$ cat src/rtl/mem_bus_arbiter_pkg.sv
// Shared types for the instruction/data bus arbiter: FSM state encoding and
// bus transfer size codes.
package mem_bus_arbiter_pkg;

  typedef enum logic [2:0] {
    ST_IDLE   = 3'd0,
    ST_I_ADDR = 3'd1,
    ST_I_WAIT = 3'd2,
    ST_D_ADDR = 3'd3,
    ST_D_WAIT = 3'd4
  } arb_state_t;

  typedef enum logic [1:0] {
    SIZE_BYTE = 2'd0,
    SIZE_HALF = 2'd1,
    SIZE_WORD = 2'd2
  } bus_size_t;

endpackage

$ cat src/rtl/mem_bus_arbiter.sv
// Shares one addr_ok/data_ok SRAM-like bus between the fetch and load/store
// ports, one outstanding transaction at a time, with fetch flush support.
module mem_bus_arbiter
  import mem_bus_arbiter_pkg::*;
#(
  parameter int ADDR_W = 32,
  parameter int DATA_W = 32
) (
  input  logic              clk,
  input  logic              rst,
  input  logic              inst_req,
  input  logic [ADDR_W-1:0] inst_addr,
  input  logic              inst_cancel,
  output logic              inst_done,
  output logic [DATA_W-1:0] inst_rdata,
  input  logic              data_req,
  input  logic              data_wr,
  input  logic [1:0]        data_size,
  input  logic [ADDR_W-1:0] data_addr,
  input  logic [DATA_W-1:0] data_wdata,
  output logic              data_done,
  output logic [DATA_W-1:0] data_rdata,
  output logic              bus_req,
  output logic              bus_wr,
  output logic [1:0]        bus_size,
  output logic [ADDR_W-1:0] bus_addr,
  output logic [DATA_W-1:0] bus_wdata,
  input  logic              bus_addr_ok,
  input  logic              bus_data_ok,
  input  logic [DATA_W-1:0] bus_rdata,
  output logic              stallreq_for_bus
);

  arb_state_t        state, state_nxt;
  logic              discard, discard_nxt;
  logic              grant_data, grant_inst;
  logic              req_wr;
  logic [1:0]        req_size;
  logic [ADDR_W-1:0] req_addr;
  logic [DATA_W-1:0] req_wdata;
  logic [DATA_W-1:0] inst_rdata_q, data_rdata_q;

  // NOTE: every signal written here gets a default first; a path that leaves
  // one unassigned would infer a latch.
  always_comb begin
    state_nxt  = state;
    grant_data = 1'b0;
    grant_inst = 1'b0;
    bus_req    = 1'b0;
    inst_done  = 1'b0;
    data_done  = 1'b0;
    case (state)
      ST_IDLE: begin
        if (data_req) begin
          grant_data = 1'b1;
          state_nxt  = ST_D_ADDR;
        end else if (inst_req && !inst_cancel) begin
          grant_inst = 1'b1;
          state_nxt  = ST_I_ADDR;
        end
      end
      ST_I_ADDR: begin
        bus_req = 1'b1;
        if (bus_addr_ok) state_nxt = ST_I_WAIT;
      end
      ST_I_WAIT: begin
        if (bus_data_ok) begin
          inst_done = !discard && !inst_cancel;
          state_nxt = ST_IDLE;
        end
      end
      ST_D_ADDR: begin
        bus_req = 1'b1;
        if (bus_addr_ok) state_nxt = ST_D_WAIT;
      end
      ST_D_WAIT: begin
        if (bus_data_ok) begin
          data_done = 1'b1;
          state_nxt = ST_IDLE;
        end
      end
      default: state_nxt = ST_IDLE;
    endcase

    // A flushed fetch still finishes on the bus; only its done is dropped.
    discard_nxt = discard;
    if (state_nxt == ST_IDLE)
      discard_nxt = 1'b0;
    else if ((state == ST_I_ADDR || state == ST_I_WAIT) && inst_cancel)
      discard_nxt = 1'b1;
  end

  // NOTE: sequential state uses non-blocking assignments so every register
  // samples the pre-edge values regardless of statement order.
  always_ff @(posedge clk) begin
    if (rst) begin
      state        <= ST_IDLE;
      discard      <= 1'b0;
      req_wr       <= 1'b0;
      req_size     <= 2'd0;
      req_addr     <= '0;
      req_wdata    <= '0;
      inst_rdata_q <= '0;
      data_rdata_q <= '0;
    end else begin
      state   <= state_nxt;
      discard <= discard_nxt;
      if (grant_data) begin
        req_wr    <= data_wr;
        req_size  <= data_size;
        req_addr  <= data_addr;
        req_wdata <= data_wdata;
      end else if (grant_inst) begin
        req_wr    <= 1'b0;
        req_size  <= SIZE_WORD;
        req_addr  <= inst_addr;
        req_wdata <= '0;
      end
      if (inst_done) inst_rdata_q <= bus_rdata;
      if (data_done) data_rdata_q <= bus_rdata;
    end
  end

  // Bus fields come from the captured request so they stay stable under
  // backpressure even if the requester ports move.
  assign bus_wr    = req_wr;
  assign bus_size  = req_size;
  assign bus_addr  = req_addr;
  assign bus_wdata = req_wdata;

  assign inst_rdata = inst_done ? bus_rdata : inst_rdata_q;
  assign data_rdata = data_done ? bus_rdata : data_rdata_q;

  assign stallreq_for_bus = (inst_req && !inst_done && !inst_cancel) ||
                            (data_req && !data_done);

endmodule

$ cat config.mk
export PLATFORM = sky130hd
export DESIGN_NAME = mem_bus_arbiter
export DESIGN_NICKNAME = d
export VERILOG_FILES = /design/src/rtl/mem_bus_arbiter_pkg.sv /design/src/rtl/mem_bus_arbiter.sv
export SDC_FILE = /design/constraint.sdc
export NUM_CORES = 1
export LEC_CHECK = 0
export ABC_AREA = 1
export BUFFER_PORTS_ARGS = -buffer_cell sky130_fd_sc_hd__buf_2
export CAP_MARGIN = 10
export CORE_MARGIN = 10
export CORE_UTILIZATION = 30
export CTS_BUF_LIST = sky130_fd_sc_hd__clkbuf_4 sky130_fd_sc_hd__clkbuf_8
export CTS_CLUSTER_DIAMETER = 30
export DETAILED_ROUTE_END_ITERATION = 12
export GPL_TIMING_DRIVEN = 0
export PLACE_DENSITY = 0.62
export SYNTH_ARGS = -nofsm -noshare
export SYNTH_HDL_FRONTEND = slang
export SYNTH_SLANG_ARGS = --single-unit
$ cat constraint.sdc
create_clock -name clk -period 2.65 [get_ports clk]
set_input_delay 0.1325 -clock clk [delete_from_list [all_inputs] [get_ports clk]]
set_output_delay 0.1325 -clock clk [all_outputs]
set_load 0.02 [all_outputs]
# Word-level counts from Yosys, hierarchy flattened
# Index checks and enable logic that the tools add are counted.
word_totals:
  regBits: 135
  inputBits: 138
  out_inout_bits: 135
op_classes:
  n_eq_ne: 4
  n_reduce_logical: 18
  mux: 26
ops:
  columns: ["cell", "count"]
  rows:
  - ["2-to-1 mux 32 bit", 6]
  - ["2-to-1 mux 3 bit", 5]
  - ["2-to-1 mux 1 bit", 12]
  - ["case mux 3 bit (4 select lines)", 1]
  - ["== test 3 x 2 -> 1 bit (second input constant)", 2]
  - ["logical AND 1 bit", 6]
  - ["zero test 3 bit", 2]
  - ["OR reduction 2 bit", 3]
  - ["zero test 1 bit", 4]
  - ["2-to-1 mux 2 bit", 2]
  - ["== test 3 x 1 -> 1 bit (second input constant)", 1]
  - ["== test 3 bit (second input constant)", 1]
  - ["logical OR 1 bit", 2]
  - ["nonzero test 2 bit", 1]

# Depth between registers and ports, before layout
# Gate-level depths: netlist of the first run.
depth:
  depth_word: 8
  depth_mapped: 8

# Least setup slack after synthesis of the first run
# No wires, ideal clock.
synth_timing:
  path_type: "reg-to-output"
  start: "reg state[2]"
  end: "out stallreq_for_bus"
  required_time_ns: 2.518
  slack_ns: 1.225
  path_stages_with_launch: 6
  t_arrival_ns: 1.293
  path_cell_list: "dfxtp_1 > nor2_4 > nand3_1 > clkbuf_2 > inv_1 > o22ai_1"
synth_between:
  elab_chain_len: 6
synth_lines:
  columns: ["element", "line", "rtl"]
  rows:
  - ["from (decl)", "mem_bus_arbiter.sv:34", "arb_state_t state, state_nxt;"]
  - ["from (signal assigned)", "mem_bus_arbiter.sv:106", "state <= state_nxt;"]
  - ["== test 3 x 2 -> 1 bit", "mem_bus_arbiter.sv:52", "case (state)"]
  - ["2-to-1 mux 1 bit", "mem_bus_arbiter.sv:52", null]
  - ["named net inst_done", "mem_bus_arbiter.sv:14", "output logic inst_done,"]
  - ["zero test 1 bit", "mem_bus_arbiter.sv:134", "assign stallreq_for_bus = (inst_req && !inst_done && !inst_cancel) ||"]
  - ["logical AND 1 bit (2 in a row)", "mem_bus_arbiter.sv:134", null]
  - ["logical OR 1 bit", "mem_bus_arbiter.sv:134", null]
  - ["to (decl)", "mem_bus_arbiter.sv:31", "output logic stallreq_for_bus"]
# The timed path passes the listed nets, and every way through them passes these cells.

# Worst setup path in the final report of the first run
layout_timing:
  start: "reg state[0]"
  end: "out data_rdata[31]"
layout_between:
  elab_chain_len: 3
layout_lines:
  columns: ["element", "line", "rtl"]
  rows:
  - ["== test 3 bit", "mem_bus_arbiter.sv:52", null]
  - ["2-to-1 mux 1 bit", "mem_bus_arbiter.sv:52", null]
  - ["2-to-1 mux 32 bit", null, null]
  - ["to (decl)", "mem_bus_arbiter.sv:22", "output logic [DATA_W-1:0] data_rdata,"]
# Every way passes these cells.

==> results of run 1 <==
placed cells by master, fill, tap and decap left out:
cell           count
clkbuf_2           1
nand2_1          212
inv_1            200
clkbuf_4           3
nor3_1             2
nand3_2            1
o21ai_0           12
o21ai_1           32
buf_2            293
o22ai_1            1
buf_4              5
bufinv_16          1
a21oi_2            1
clkinvlp_4         2
nor2_2             1
nand3_1           36
clkinv_4           1
clkbuf_1          26
nand4_1           31
o21ai_2           20
a21oi_1           68
nor2_1            81
nor2_4             1
clkinv_2           4
dfxtp_1          135
clkbuf_8          20
dlygate4sd3_1     70
inv_2              2
how the worst max path moves through the flow:
stage                     slack [ns]  cells after the start  startpoint               end
after CTS                       0.15                      7    state[0]    data_rdata[31]
after global placement          0.67                      7    state[0]    data_rdata[31]
after detailed placement        0.64                      7    state[0]    data_rdata[31]
final                           0.26                      7    state[0]    data_rdata[31]
after floorplan                 1.22                      5    state[2]  stallreq_for_bus
after global routing            0.03                      7    state[0]    data_rdata[31]
state kept, by name, indices dropped and copies added, names as in the netlist:
signal / count
discard: 1
bus_wr: 1
bus_wdata: 32
inst_rdata_q: 32
bus_size: 2
state: 3
bus_addr: 32
data_rdata_q: 32
area by class of cell:
type | instances | share of cell area (%)
flip-flops and latches | 135 | 30.9
inverters | 202 | 8.68
clock buffers | 23 | 3.41
plain buffers | 55 | 2.92
clock inverters | 8 | 0.845
well taps | 265 | 3.80
repair buffers | 340 | 23.5
multi-input cells | 499 | 25.9
worst reg2reg max path, cell delays in order (launching register included):
cell	delay (ns)
dfxtp_1	0.33
nor2_2	0.30
nand3_2	0.25
inv_2	0.26
buf_2	0.26
nand2_1	0.09
a21oi_1	0.17
routing by layer:
layer	wire (um)	up-vias	GRT usage, %	share of wire [%]
met2	10400	201	27.6	47
met1	9520	2922	18.8	44
met4	210	2	3.89	0.96
li1	-	3421	-	-
met5	20	-	0	0.091
met3	1730	15	6.91	7.9
stage by stage:
stage	cell area (sq um)	util [%]	hold slack (ns)
after detailed placement	7660	39.2	0.389
after global placement	7660	39.2	0.387
final	8730	44.7	0.0451
after floorplan	5980	-	0.277
after CTS	8730	44.7	0.00902
after global routing	8730	44.7	0.0398
repair_timing:
action,in CTS,in global routing
hold buffers,70,0
hold endpoints to repair,96,0
gates resized for setup,0,0
cells by family after synthesis:
group                  after synthesis
AOI/OAI and AO/OA                  134
buffers and inverters              257
DFF                                135
and+or+nand+nor                    365
synth_stat cells, drive strengths merged:
| master | number |
|---|---|
| nand2 | 212 |
| inv | 202 |
| dfxtp | 135 |
| nor2 | 83 |
| a21oi | 69 |
| o21ai | 64 |
| nand3 | 37 |
| nand4 | 31 |
| buf | 28 |
| clkbuf | 27 |
| nor3 | 2 |
| o22ai | 1 |
power by group:
part | internal (mW) | switching [mW] | leakage (nW)
clock network | 0.838 | 0.794 | 0.192
logic | 0.443 | 0.759 | 3.88
registers | 2.16 | 0.0610 | 1.10
==> results.ini, run 1 <==
[run_status]
status = finished clean

[cts]
cts_setup_buffers = 0
cts_buffer_depth = 2
cts_buffers = 17
cts_tree = done
clk_pin_slew_ns = 0.08
clkLatencyLatePin_ns = 0.44
cts-root-buf = clkbuf_8
htreeDepth = 4
clock_sinks = 135

[logic_synthesis]
syn_inst = 891
synth_top_family_by_area = simple AND/OR/NAND/NOR gates
synth_warnings = 0
synth_cell_types = 21
synth.largest_area_cell = dfxtp_1
netlist_area_sq_um = 5980
synth_top_area_share_pct = 45.2
synth_compound_area_share_pct = 12.6
muxShareOfSynthArea_pct = 0
synth-seq-cells = 135
synthSimpleGateAreaFrac_pct = 25.3
ys_seq_area_share_pct = 45.2
synthAdderAreaFrac_pct = 0
synth.area.top_cells = dfxtp_1 (45%), nand2_1 (13%), inv_1 (13%)
avgSynthCellArea_sq_um = 6.71
synth_xor_area_share_pct = 0
synth_nets = 1029

[finish]
diodes = 0
num-fill-cells = 2052
stdcell_count = 1527
syn_to_final_growth_pct = 46.1
multi_input_area_sq_um = 2260
drive_gt1_share_pct = 28.2
area.sequential_sq_um = 2700
nNetsFinal = 1388

[sta]
setup_tns_ns = 0
setup-violations-final = 0
skew_ns = 0.00859
slew_violations = 0
worstMarginPinSlew_ns = 0.629
timing.slew.headroom_pct = 58.1
fmax_mhz = 419
fin_crit_sh_pct = 90.1
min_period_ns = 2.39
setup_slack_ns = 0.262
rsz0062_at_grt = false
final_hold_viol_count = 0

[critical_path]
cpMostUsedCell = buf_2
end_kind = output pin
reg2reg_from = state[0]
path_buf_inv = 4
slowest_stage = dfxtp_1
critPathMaxStageDelay_ns = 0.33
required_ns = 2.52
r2r-end = bus_wdata[30]
rrSetupSlack_ns = 0.92
path_max_fanout = 10
start_kind = flip-flop
worstSetupPathType = reg2out
reg2reg_depth = 6
crit_chain = nor2_2 -> nand3_1 -> buf_2 -> buf_2 -> o21ai_0 -> inv_1 -> buf_2
cpLargestDelayFamily = buffers and inverters
cp.arrival_ns = 2.26

[placement]
pre_cts_ws_ns = 0.645
place.gp.congestion = 0.814
io_buffer_count = 270
placed_cells = 1426
hpwl_um = 16500

[drt]
viasPerCell = 4.30
finalWirelength_um = 21900
first_pass_iters = 4
ant_nets = 0
wl_per_cell_um = 14.3
num_vias = 6561
route.detailed.drc = 0
drt_iter0_markers = 338

[global_route]
antenna_found_initial = 1
grt_max_degree = 17
grt_pass1_vias = 6644
grt.total_usage_pct = 16.4
grt_first_pass_wirelength_um = 34500
grt.overflow.total = 0

[worst_hold_path]
hp-class = in2reg
hold_depth = 5
hp-start = inst_addr[27]
holdPathEnd = bus_addr[27]

[power_and_ir_drop]
leakage_nw = 5.17
peakVddDrop_v = 0.000311
p_total_mw = 5.06
power.density_nw_per_um2 = 579

[floorplanning]
rows = 51
io_pins = 273
initial_utilization_pct = 30.6
core_sq_um = 19500
chipWidth_um = 161
fp.dieH_um = 161
dieArea_sq_um = 26000

[job]
drv_cap = 0

(Power assumes the default switching activity.)
==> run 2: changes to the inputs <==
--- a/config.mk
+++ b/config.mk
@@ -8,13 +8,15 @@
 export ABC_AREA = 1
 export BUFFER_PORTS_ARGS = -buffer_cell sky130_fd_sc_hd__buf_2
 export CAP_MARGIN = 10
+export CELL_PAD_IN_SITES_DETAIL_PLACEMENT = 0
+export CELL_PAD_IN_SITES_GLOBAL_PLACEMENT = 2
 export CORE_MARGIN = 10
-export CORE_UTILIZATION = 30
+export CORE_UTILIZATION = 26
 export CTS_BUF_LIST = sky130_fd_sc_hd__clkbuf_4 sky130_fd_sc_hd__clkbuf_8
 export CTS_CLUSTER_DIAMETER = 30
 export DETAILED_ROUTE_END_ITERATION = 12
 export GPL_TIMING_DRIVEN = 0
-export PLACE_DENSITY = 0.62
+export PLACE_DENSITY = 0.93
 export SYNTH_ARGS = -nofsm -noshare
 export SYNTH_HDL_FRONTEND = slang
 export SYNTH_SLANG_ARGS = --single-unit
==> results.ini, run 2 (synthesis gave the netlist of run 1 again) <==
[run_status]
status = finished clean  ; unchanged

[floorplanning]
core_sq_um = 22600  ; was 19500 sq um
rows = 55  ; was 51
fp.dieH_um = 172  ; was 161 um
chipWidth_um = 172  ; was 161 um
initial_utilization_pct = 26.4  ; was 30.6%
dieArea_sq_um = 29500  ; was 26000 sq um
io_pins = 273  ; unchanged

[finish]
final_common_cell = buf_2  ; unchanged
diodes = 0  ; unchanged
num-fill-cells = 2465  ; was 2052
layout_common_cells = buf_2 (293), nand2_1 (212), inv_1 (200)  ; unchanged
nNetsFinal = 1392  ; was 1388
drive_gt1_share_pct = 28.2  ; about the same
syn_to_final_growth_pct = 48.0  ; was 46.1%

[global_route]
antenna_found_initial = 2  ; was 1
grtUsageMet3_pct = 7.54  ; was 6.91%
grt_max_degree = 17  ; unchanged
grt_util_met1_pct = 17.9  ; was 18.8%
busiest_layer = met2  ; unchanged
grtUsageMet2_pct = 25.3  ; was 27.6%
grt_first_pass_wirelength_um = 36200  ; was 34500 um
grt.total_usage_pct = 15.6  ; was 16.4%
grt.overflow.total = 0  ; unchanged
grt_pass1_vias = 6706  ; was 6644

[cts]
cts_buffer_depth = 2  ; unchanged
cts-root-buf = clkbuf_8  ; unchanged
cts_tree = done  ; unchanged
clock_sinks = 135  ; unchanged
clkLatencyLatePin_ns = 0.44  ; about the same
clk_pin_slew_ns = 0.09  ; was 0.08 ns
htreeDepth = 4  ; unchanged
cts_buffers = 17  ; unchanged
cts_setup_buffers = 0  ; unchanged

[sta]
skew_ns = 0.0218  ; was 0.00859 ns
rsz0062_at_grt = false  ; unchanged
setup_tns_ns = 0  ; unchanged
setup_slack_ns = 0.288  ; was 0.262 ns
worstMarginPinSlew_ns = 0.737  ; was 0.629 ns
final_hold_viol_count = 0  ; unchanged
setup-violations-final = 0  ; unchanged
timing.slew.headroom_pct = 50.9  ; was 58.1%
fin_crit_sh_pct = 89.1  ; was 90.1%
fmax_mhz = 423  ; was 419 MHz
slew_violations = 0  ; unchanged
min_period_ns = 2.36  ; was 2.39 ns

[critical_path]
required_ns = 2.52  ; about the same
worstSetupPathType = reg2out  ; unchanged
cp-endpoint = data_rdata[1]  ; was data_rdata[31]
cpMostUsedCell = buf_2  ; unchanged
path_max_fanout = 10  ; unchanged
critPathMaxStageDelay_ns = 0.34  ; was 0.33 ns
r2r-end = bus_wdata[7]  ; was bus_wdata[30]
cpLargestDelayFamily = buffers and inverters  ; unchanged
startpoint = state[0]  ; unchanged
reg2reg_from = state[0]  ; unchanged
cp.arrival_ns = 2.23  ; was 2.26 ns
reg2reg_depth = 6  ; unchanged
cp.depth = 7  ; unchanged
end_kind = output pin  ; unchanged
start_kind = flip-flop  ; unchanged
path_buf_inv = 4  ; unchanged
slowest_stage = dfxtp_1  ; unchanged
rrSetupSlack_ns = 0.93  ; was 0.92 ns
crit_chain = nor2_2 -> nand3_1 -> buf_2 -> buf_2 -> o21ai_0 -> inv_1 -> buf_2  ; unchanged

[placement]
place.gp.congestion = 0.833  ; was 0.814
io_buffer_count = 270  ; unchanged
hpwl_um = 17500  ; was 16500 um
pre_cts_ws_ns = 0.717  ; was 0.645 ns

[power_and_ir_drop]
peakVddDrop_v = 0.000229  ; was 0.000311 V
internal_power_mw = 3.57  ; was 3.44 mW
swShare_pct = 32.5  ; was 31.9%
pwr-share-seq_pct = 42.0  ; was 44.0%
power_switching_mw = 1.72  ; was 1.61 mW
pwr-share-comb_pct = 23.1  ; was 23.8%
power.density_nw_per_um2 = 598  ; was 579 nW/um^2
leakage_nw = 5.20  ; was 5.17 nW
power.share.clock_pct = 35.0  ; was 32.3%

[drt]
viasPerCell = 4.21  ; was 4.30
finalWirelength_um = 23000  ; was 21900 um
first_pass_iters = 4  ; unchanged
wl_per_cell_um = 14.8  ; was 14.3 um
num_vias = 6541  ; was 6561
ant_nets = 0  ; unchanged
drt_iter0_markers = 367  ; was 338
route.detailed.drc = 0  ; unchanged

[job]
drv_cap = 0  ; unchanged

[worst_hold_path]
hold_depth = 5  ; unchanged
hp-class = in2reg  ; unchanged

[run 2: cell types whose count changed in the layout (fill, tap and decap cells not counted)]
| cell | delta |
|---|---|
| clkbuf_4 | -3 |
| clkinvlp_4 | +3 |
| clkbuf_8 | -2 |
| dlygate4sd3_1 | +4 |
| inv_6 | +3 |
| clkinv_2 | -2 |
| bufinv_16 | +2 |
[run 2: worst min-delay path by stage]
stage	slack (ns)	startpoint	end
after floorplan	0.28	bus_rdata[10]	inst_rdata_q[10]
after global placement	0.39	data_wdata[4]	bus_wdata[4]
after detailed placement	0.39	data_wdata[4]	bus_wdata[4]
after CTS	0.0008	inst_addr[21]	bus_addr[21]
after global routing	0.01	inst_addr[20]	bus_addr[20]
final	0.04	inst_addr[20]	bus_addr[20]
[run 2: per-stage QoR]
stage / cells / hold slack (ns) / utilization (%) / cell area, sq um / power, mW
4_1_cts: 1552 / 0.000842 / 39.1 / 8850 / 5.37
3_5_place_dp: 1446 / 0.390 / 33.9 / 7690 / 3.41
6_report: 1552 / 0.0411 / 39.1 / 8850 / 5.29
5_1_grt: 1552 / 0.0140 / 39.1 / 8850 / 5.61
3_3_place_gp: 1446 / 0.387 / 33.9 / 7690 / 3.41
2_1_floorplan: 891 / 0.277 / - / 5980 / 2.95
[run 2: layer usage]
layer	vias to the layer above	share of wire, %
li1	3421	-
met1	2883	42
met2	218	46
met3	19	11
met4	0	1.1
met5	-	0
[run 2: final cells by class]
cell class	instances	area (sq um)	area share, %
clock inverter	14	173	1.95
multi-input combinational	499	2260	25.6
timing repair buffer	344	2090	23.6
buffer	55	255	2.89
tap	285	357	4.03
inverter	202	758	8.57
sequential	135	2700	30.5
clock buffer	18	248	2.80
[run 2: power groups by stage]
stage,combinational [mW],sequential [mW],clock (mW)
6_report,1.22,2.22,1.85
3_5_place_dp,1.15,2.27,0
5_1_grt,1.36,2.24,2.01
2_1_floorplan,0.563,2.39,0
4_1_cts,1.24,2.22,1.92
3_3_place_gp,1.15,2.26,0
[run 2: tightest hold or removal path: stages]
cell and delay, ns:
buf_2 0.10, inv_1 0.04, nand2_1 0.05, nand3_1 0.07, a21oi_1 0.05
[run 2: what timing repair did]
item                      CTS  global route
resized for setup           0             0
hold endpoints to repair   95             0
hold buffers               74             0
==> run 3: changes to the inputs <==
==> constraint.sdc (replaced) <==
create_clock -name clk -period 2.65 [get_ports clk]
set_input_delay 0.265 -clock clk [delete_from_list [all_inputs] [get_ports clk]]
set_output_delay 0.265 -clock clk [all_outputs]
set_load 0.02 [all_outputs]
==> results.ini, run 3 (synthesis gave the netlist of run 1 again) <==
[sta]
rsz0062_at_grt = false  ; unchanged
final_hold_viol_count = 0  ; unchanged
timing.slew.headroom_pct = 51.2  ; was 50.9%
hold_slack_ns = 0.0750  ; was 0.0411 ns
min_period_ns = 2.44  ; was 2.36 ns
fin_crit_sh_pct = 92.2  ; was 89.1%
slew_violations = 0  ; unchanged
setup_slack_ns = 0.206  ; was 0.288 ns
fmax_mhz = 409  ; was 423 MHz
setup-violations-final = 0  ; unchanged
setup_tns_ns = 0  ; unchanged
skew_ns = 0.0216  ; was 0.0218 ns
worstMarginPinSlew_ns = 0.732  ; was 0.737 ns

[global_route]
grt.overflow.total = 0  ; unchanged
grt.total_usage_pct = 15.1  ; was 15.6%
antenna_found_initial = 3  ; was 2
grt_pass1_vias = 6296  ; was 6706
grt_first_pass_wirelength_um = 34800  ; was 36200 um
grt_max_degree = 17  ; unchanged

[critical_path]
cpMostUsedCell = buf_2  ; unchanged
slowest_stage = dfxtp_1  ; unchanged
reg2reg_from = state[0]  ; unchanged
rrSetupSlack_ns = 0.96  ; was 0.93 ns
cp-endpoint = data_rdata[0]  ; was data_rdata[1]
startpoint = state[0]  ; unchanged
critPathMaxStageDelay_ns = 0.34  ; about the same
crit_chain = nor2_2 -> nand3_1 -> buf_2 -> buf_2 -> o21ai_0 -> inv_1 -> buf_2  ; unchanged
path_max_fanout = 10  ; unchanged
start_kind = flip-flop  ; unchanged
end_kind = output pin  ; unchanged
cp.arrival_ns = 2.18  ; was 2.23 ns
worstSetupPathType = reg2out  ; unchanged
required_ns = 2.38  ; was 2.52 ns
r2r-end = data_rdata_q[31]  ; was bus_wdata[7]
reg2reg_depth = 6  ; unchanged

[floorplanning]
fp.dieH_um = 172  ; unchanged
initial_utilization_pct = 26.4  ; unchanged
core_sq_um = 22600  ; unchanged
chipWidth_um = 172  ; unchanged
rows = 55  ; unchanged
dieArea_sq_um = 29500  ; unchanged
io_pins = 273  ; unchanged

[cts]
cts_tree = done  ; unchanged
clk_pin_slew_ns = 0.09  ; about the same
cts-root-buf = clkbuf_8  ; unchanged
cts_buffer_depth = 2  ; unchanged
htreeDepth = 4  ; unchanged
clkLatencyLatePin_ns = 0.44  ; about the same
cts_buffers = 17  ; unchanged
clock_sinks = 135  ; unchanged

[finish]
nNetsFinal = 1318  ; was 1392
stdcell_count = 1479  ; was 1552
syn_to_final_growth_pct = 35.6  ; was 48.0%
layout_common_cells = buf_2 (293), nand2_1 (212), inv_1 (200)  ; unchanged
final_common_cell = buf_2  ; unchanged
final_cell_area_sq_um = 8110  ; was 8850 sq um
postLayoutCoreUtil_pct = 35.8  ; was 39.1%
drive_gt1_share_pct = 29.9  ; was 28.2%

[drt]
route.detailed.drc = 0  ; unchanged
drt_iter0_markers = 341  ; was 367
num_vias = 6232  ; was 6541
viasPerCell = 4.21  ; about the same
ant_nets = 0  ; unchanged
first_pass_iters = 4  ; unchanged
wl_per_cell_um = 15.0  ; was 14.8 um
finalWirelength_um = 22200  ; was 23000 um

[job]
drv_cap = 0  ; unchanged

[placement]
io_buffer_count = 270  ; unchanged
place.gp.congestion = 0.833  ; unchanged
pre_cts_ws_ns = 0.585  ; was 0.717 ns
placed_cells = 1446  ; unchanged
placedInstanceArea_sq_um = 7690  ; unchanged
hpwl_um = 17500  ; unchanged

[power_and_ir_drop]
peakVddDrop_v = 0.000230  ; was 0.000229 V
leakage_nw = 4.89  ; was 5.20 nW
p_total_mw = 5.20  ; was 5.29 mW
power.density_nw_per_um2 = 641  ; was 598 nW/um^2

[run_status]
status = finished clean  ; unchanged

[worst_hold_path]
hp-class = in2reg  ; unchanged

## run 3: changes by cell type in the layout (fill, tap and decap cells not counted)
cell	change
o21ai_0	-1
dlygate4sd3_1	-74
o21ai_1	+1
diode_2	+1
## run 3: what timing repair did
item,in CTS,in global routing
buffers inserted,0,0
setup endpoints to repair,0,1
hold buffers,0,0
resized for setup,0,1
## run 3: worst max-delay path: cells and delay by family, from the launching register on
family	cells	cell delay, ns
DFF	1	0.34
buffers and inverters	4	0.70
and+or+nand+nor	2	0.48
AOI/OAI and AO/OA	1	0.23
## run 3: layout make-up
type	instances	area (sq um)
Fill cell	2542	14500
Sequential cell	135	2700
Multi-Input combinational cell	499	2260
Timing Repair Buffer	270	1350
Inverter	202	758
Tap cell	285	357
Buffer	55	255
Clock buffer	18	248
Clock inverter	14	173
Antenna cell	1	2.50
## run 3: where the power goes
part / leakage (nW) / switching, mW / internal [mW]
Clock: 0.198 / 0.887 / 0.962
Sequential: 1.10 / 0.0590 / 2.16
Combinational: 3.59 / 0.752 / 0.376
## run 3: worst min-delay path by stage
stage | start | endpoint | slack (ns) | depth (start not counted)
final | data_wdata[0] | bus_wdata[0] | 0.08 | 3
after global routing | data_wdata[1] | bus_wdata[1] | 0.03 | 3
after CTS | data_wdata[4] | bus_wdata[4] | 0.03 | 3
after detailed placement | bus_wdata[21] | bus_wdata[21] | 0.45 | 2
after global placement | bus_wdata[4] | bus_wdata[4] | 0.45 | 2
after floorplan | bus_rdata[10] | inst_rdata_q[10] | 0.41 | 2
## run 3: per-layer routing
layer | vias to the layer above | global-route usage, % | part of all wire (%)
li1 | 3277 | - | -
met2 | 209 | 24.3 | 46
met1 | 2729 | 17.6 | 42
met3 | 17 | 7.13 | 11
met4 | 0 | 3.97 | 1.1
met5 | - | 0 | 0
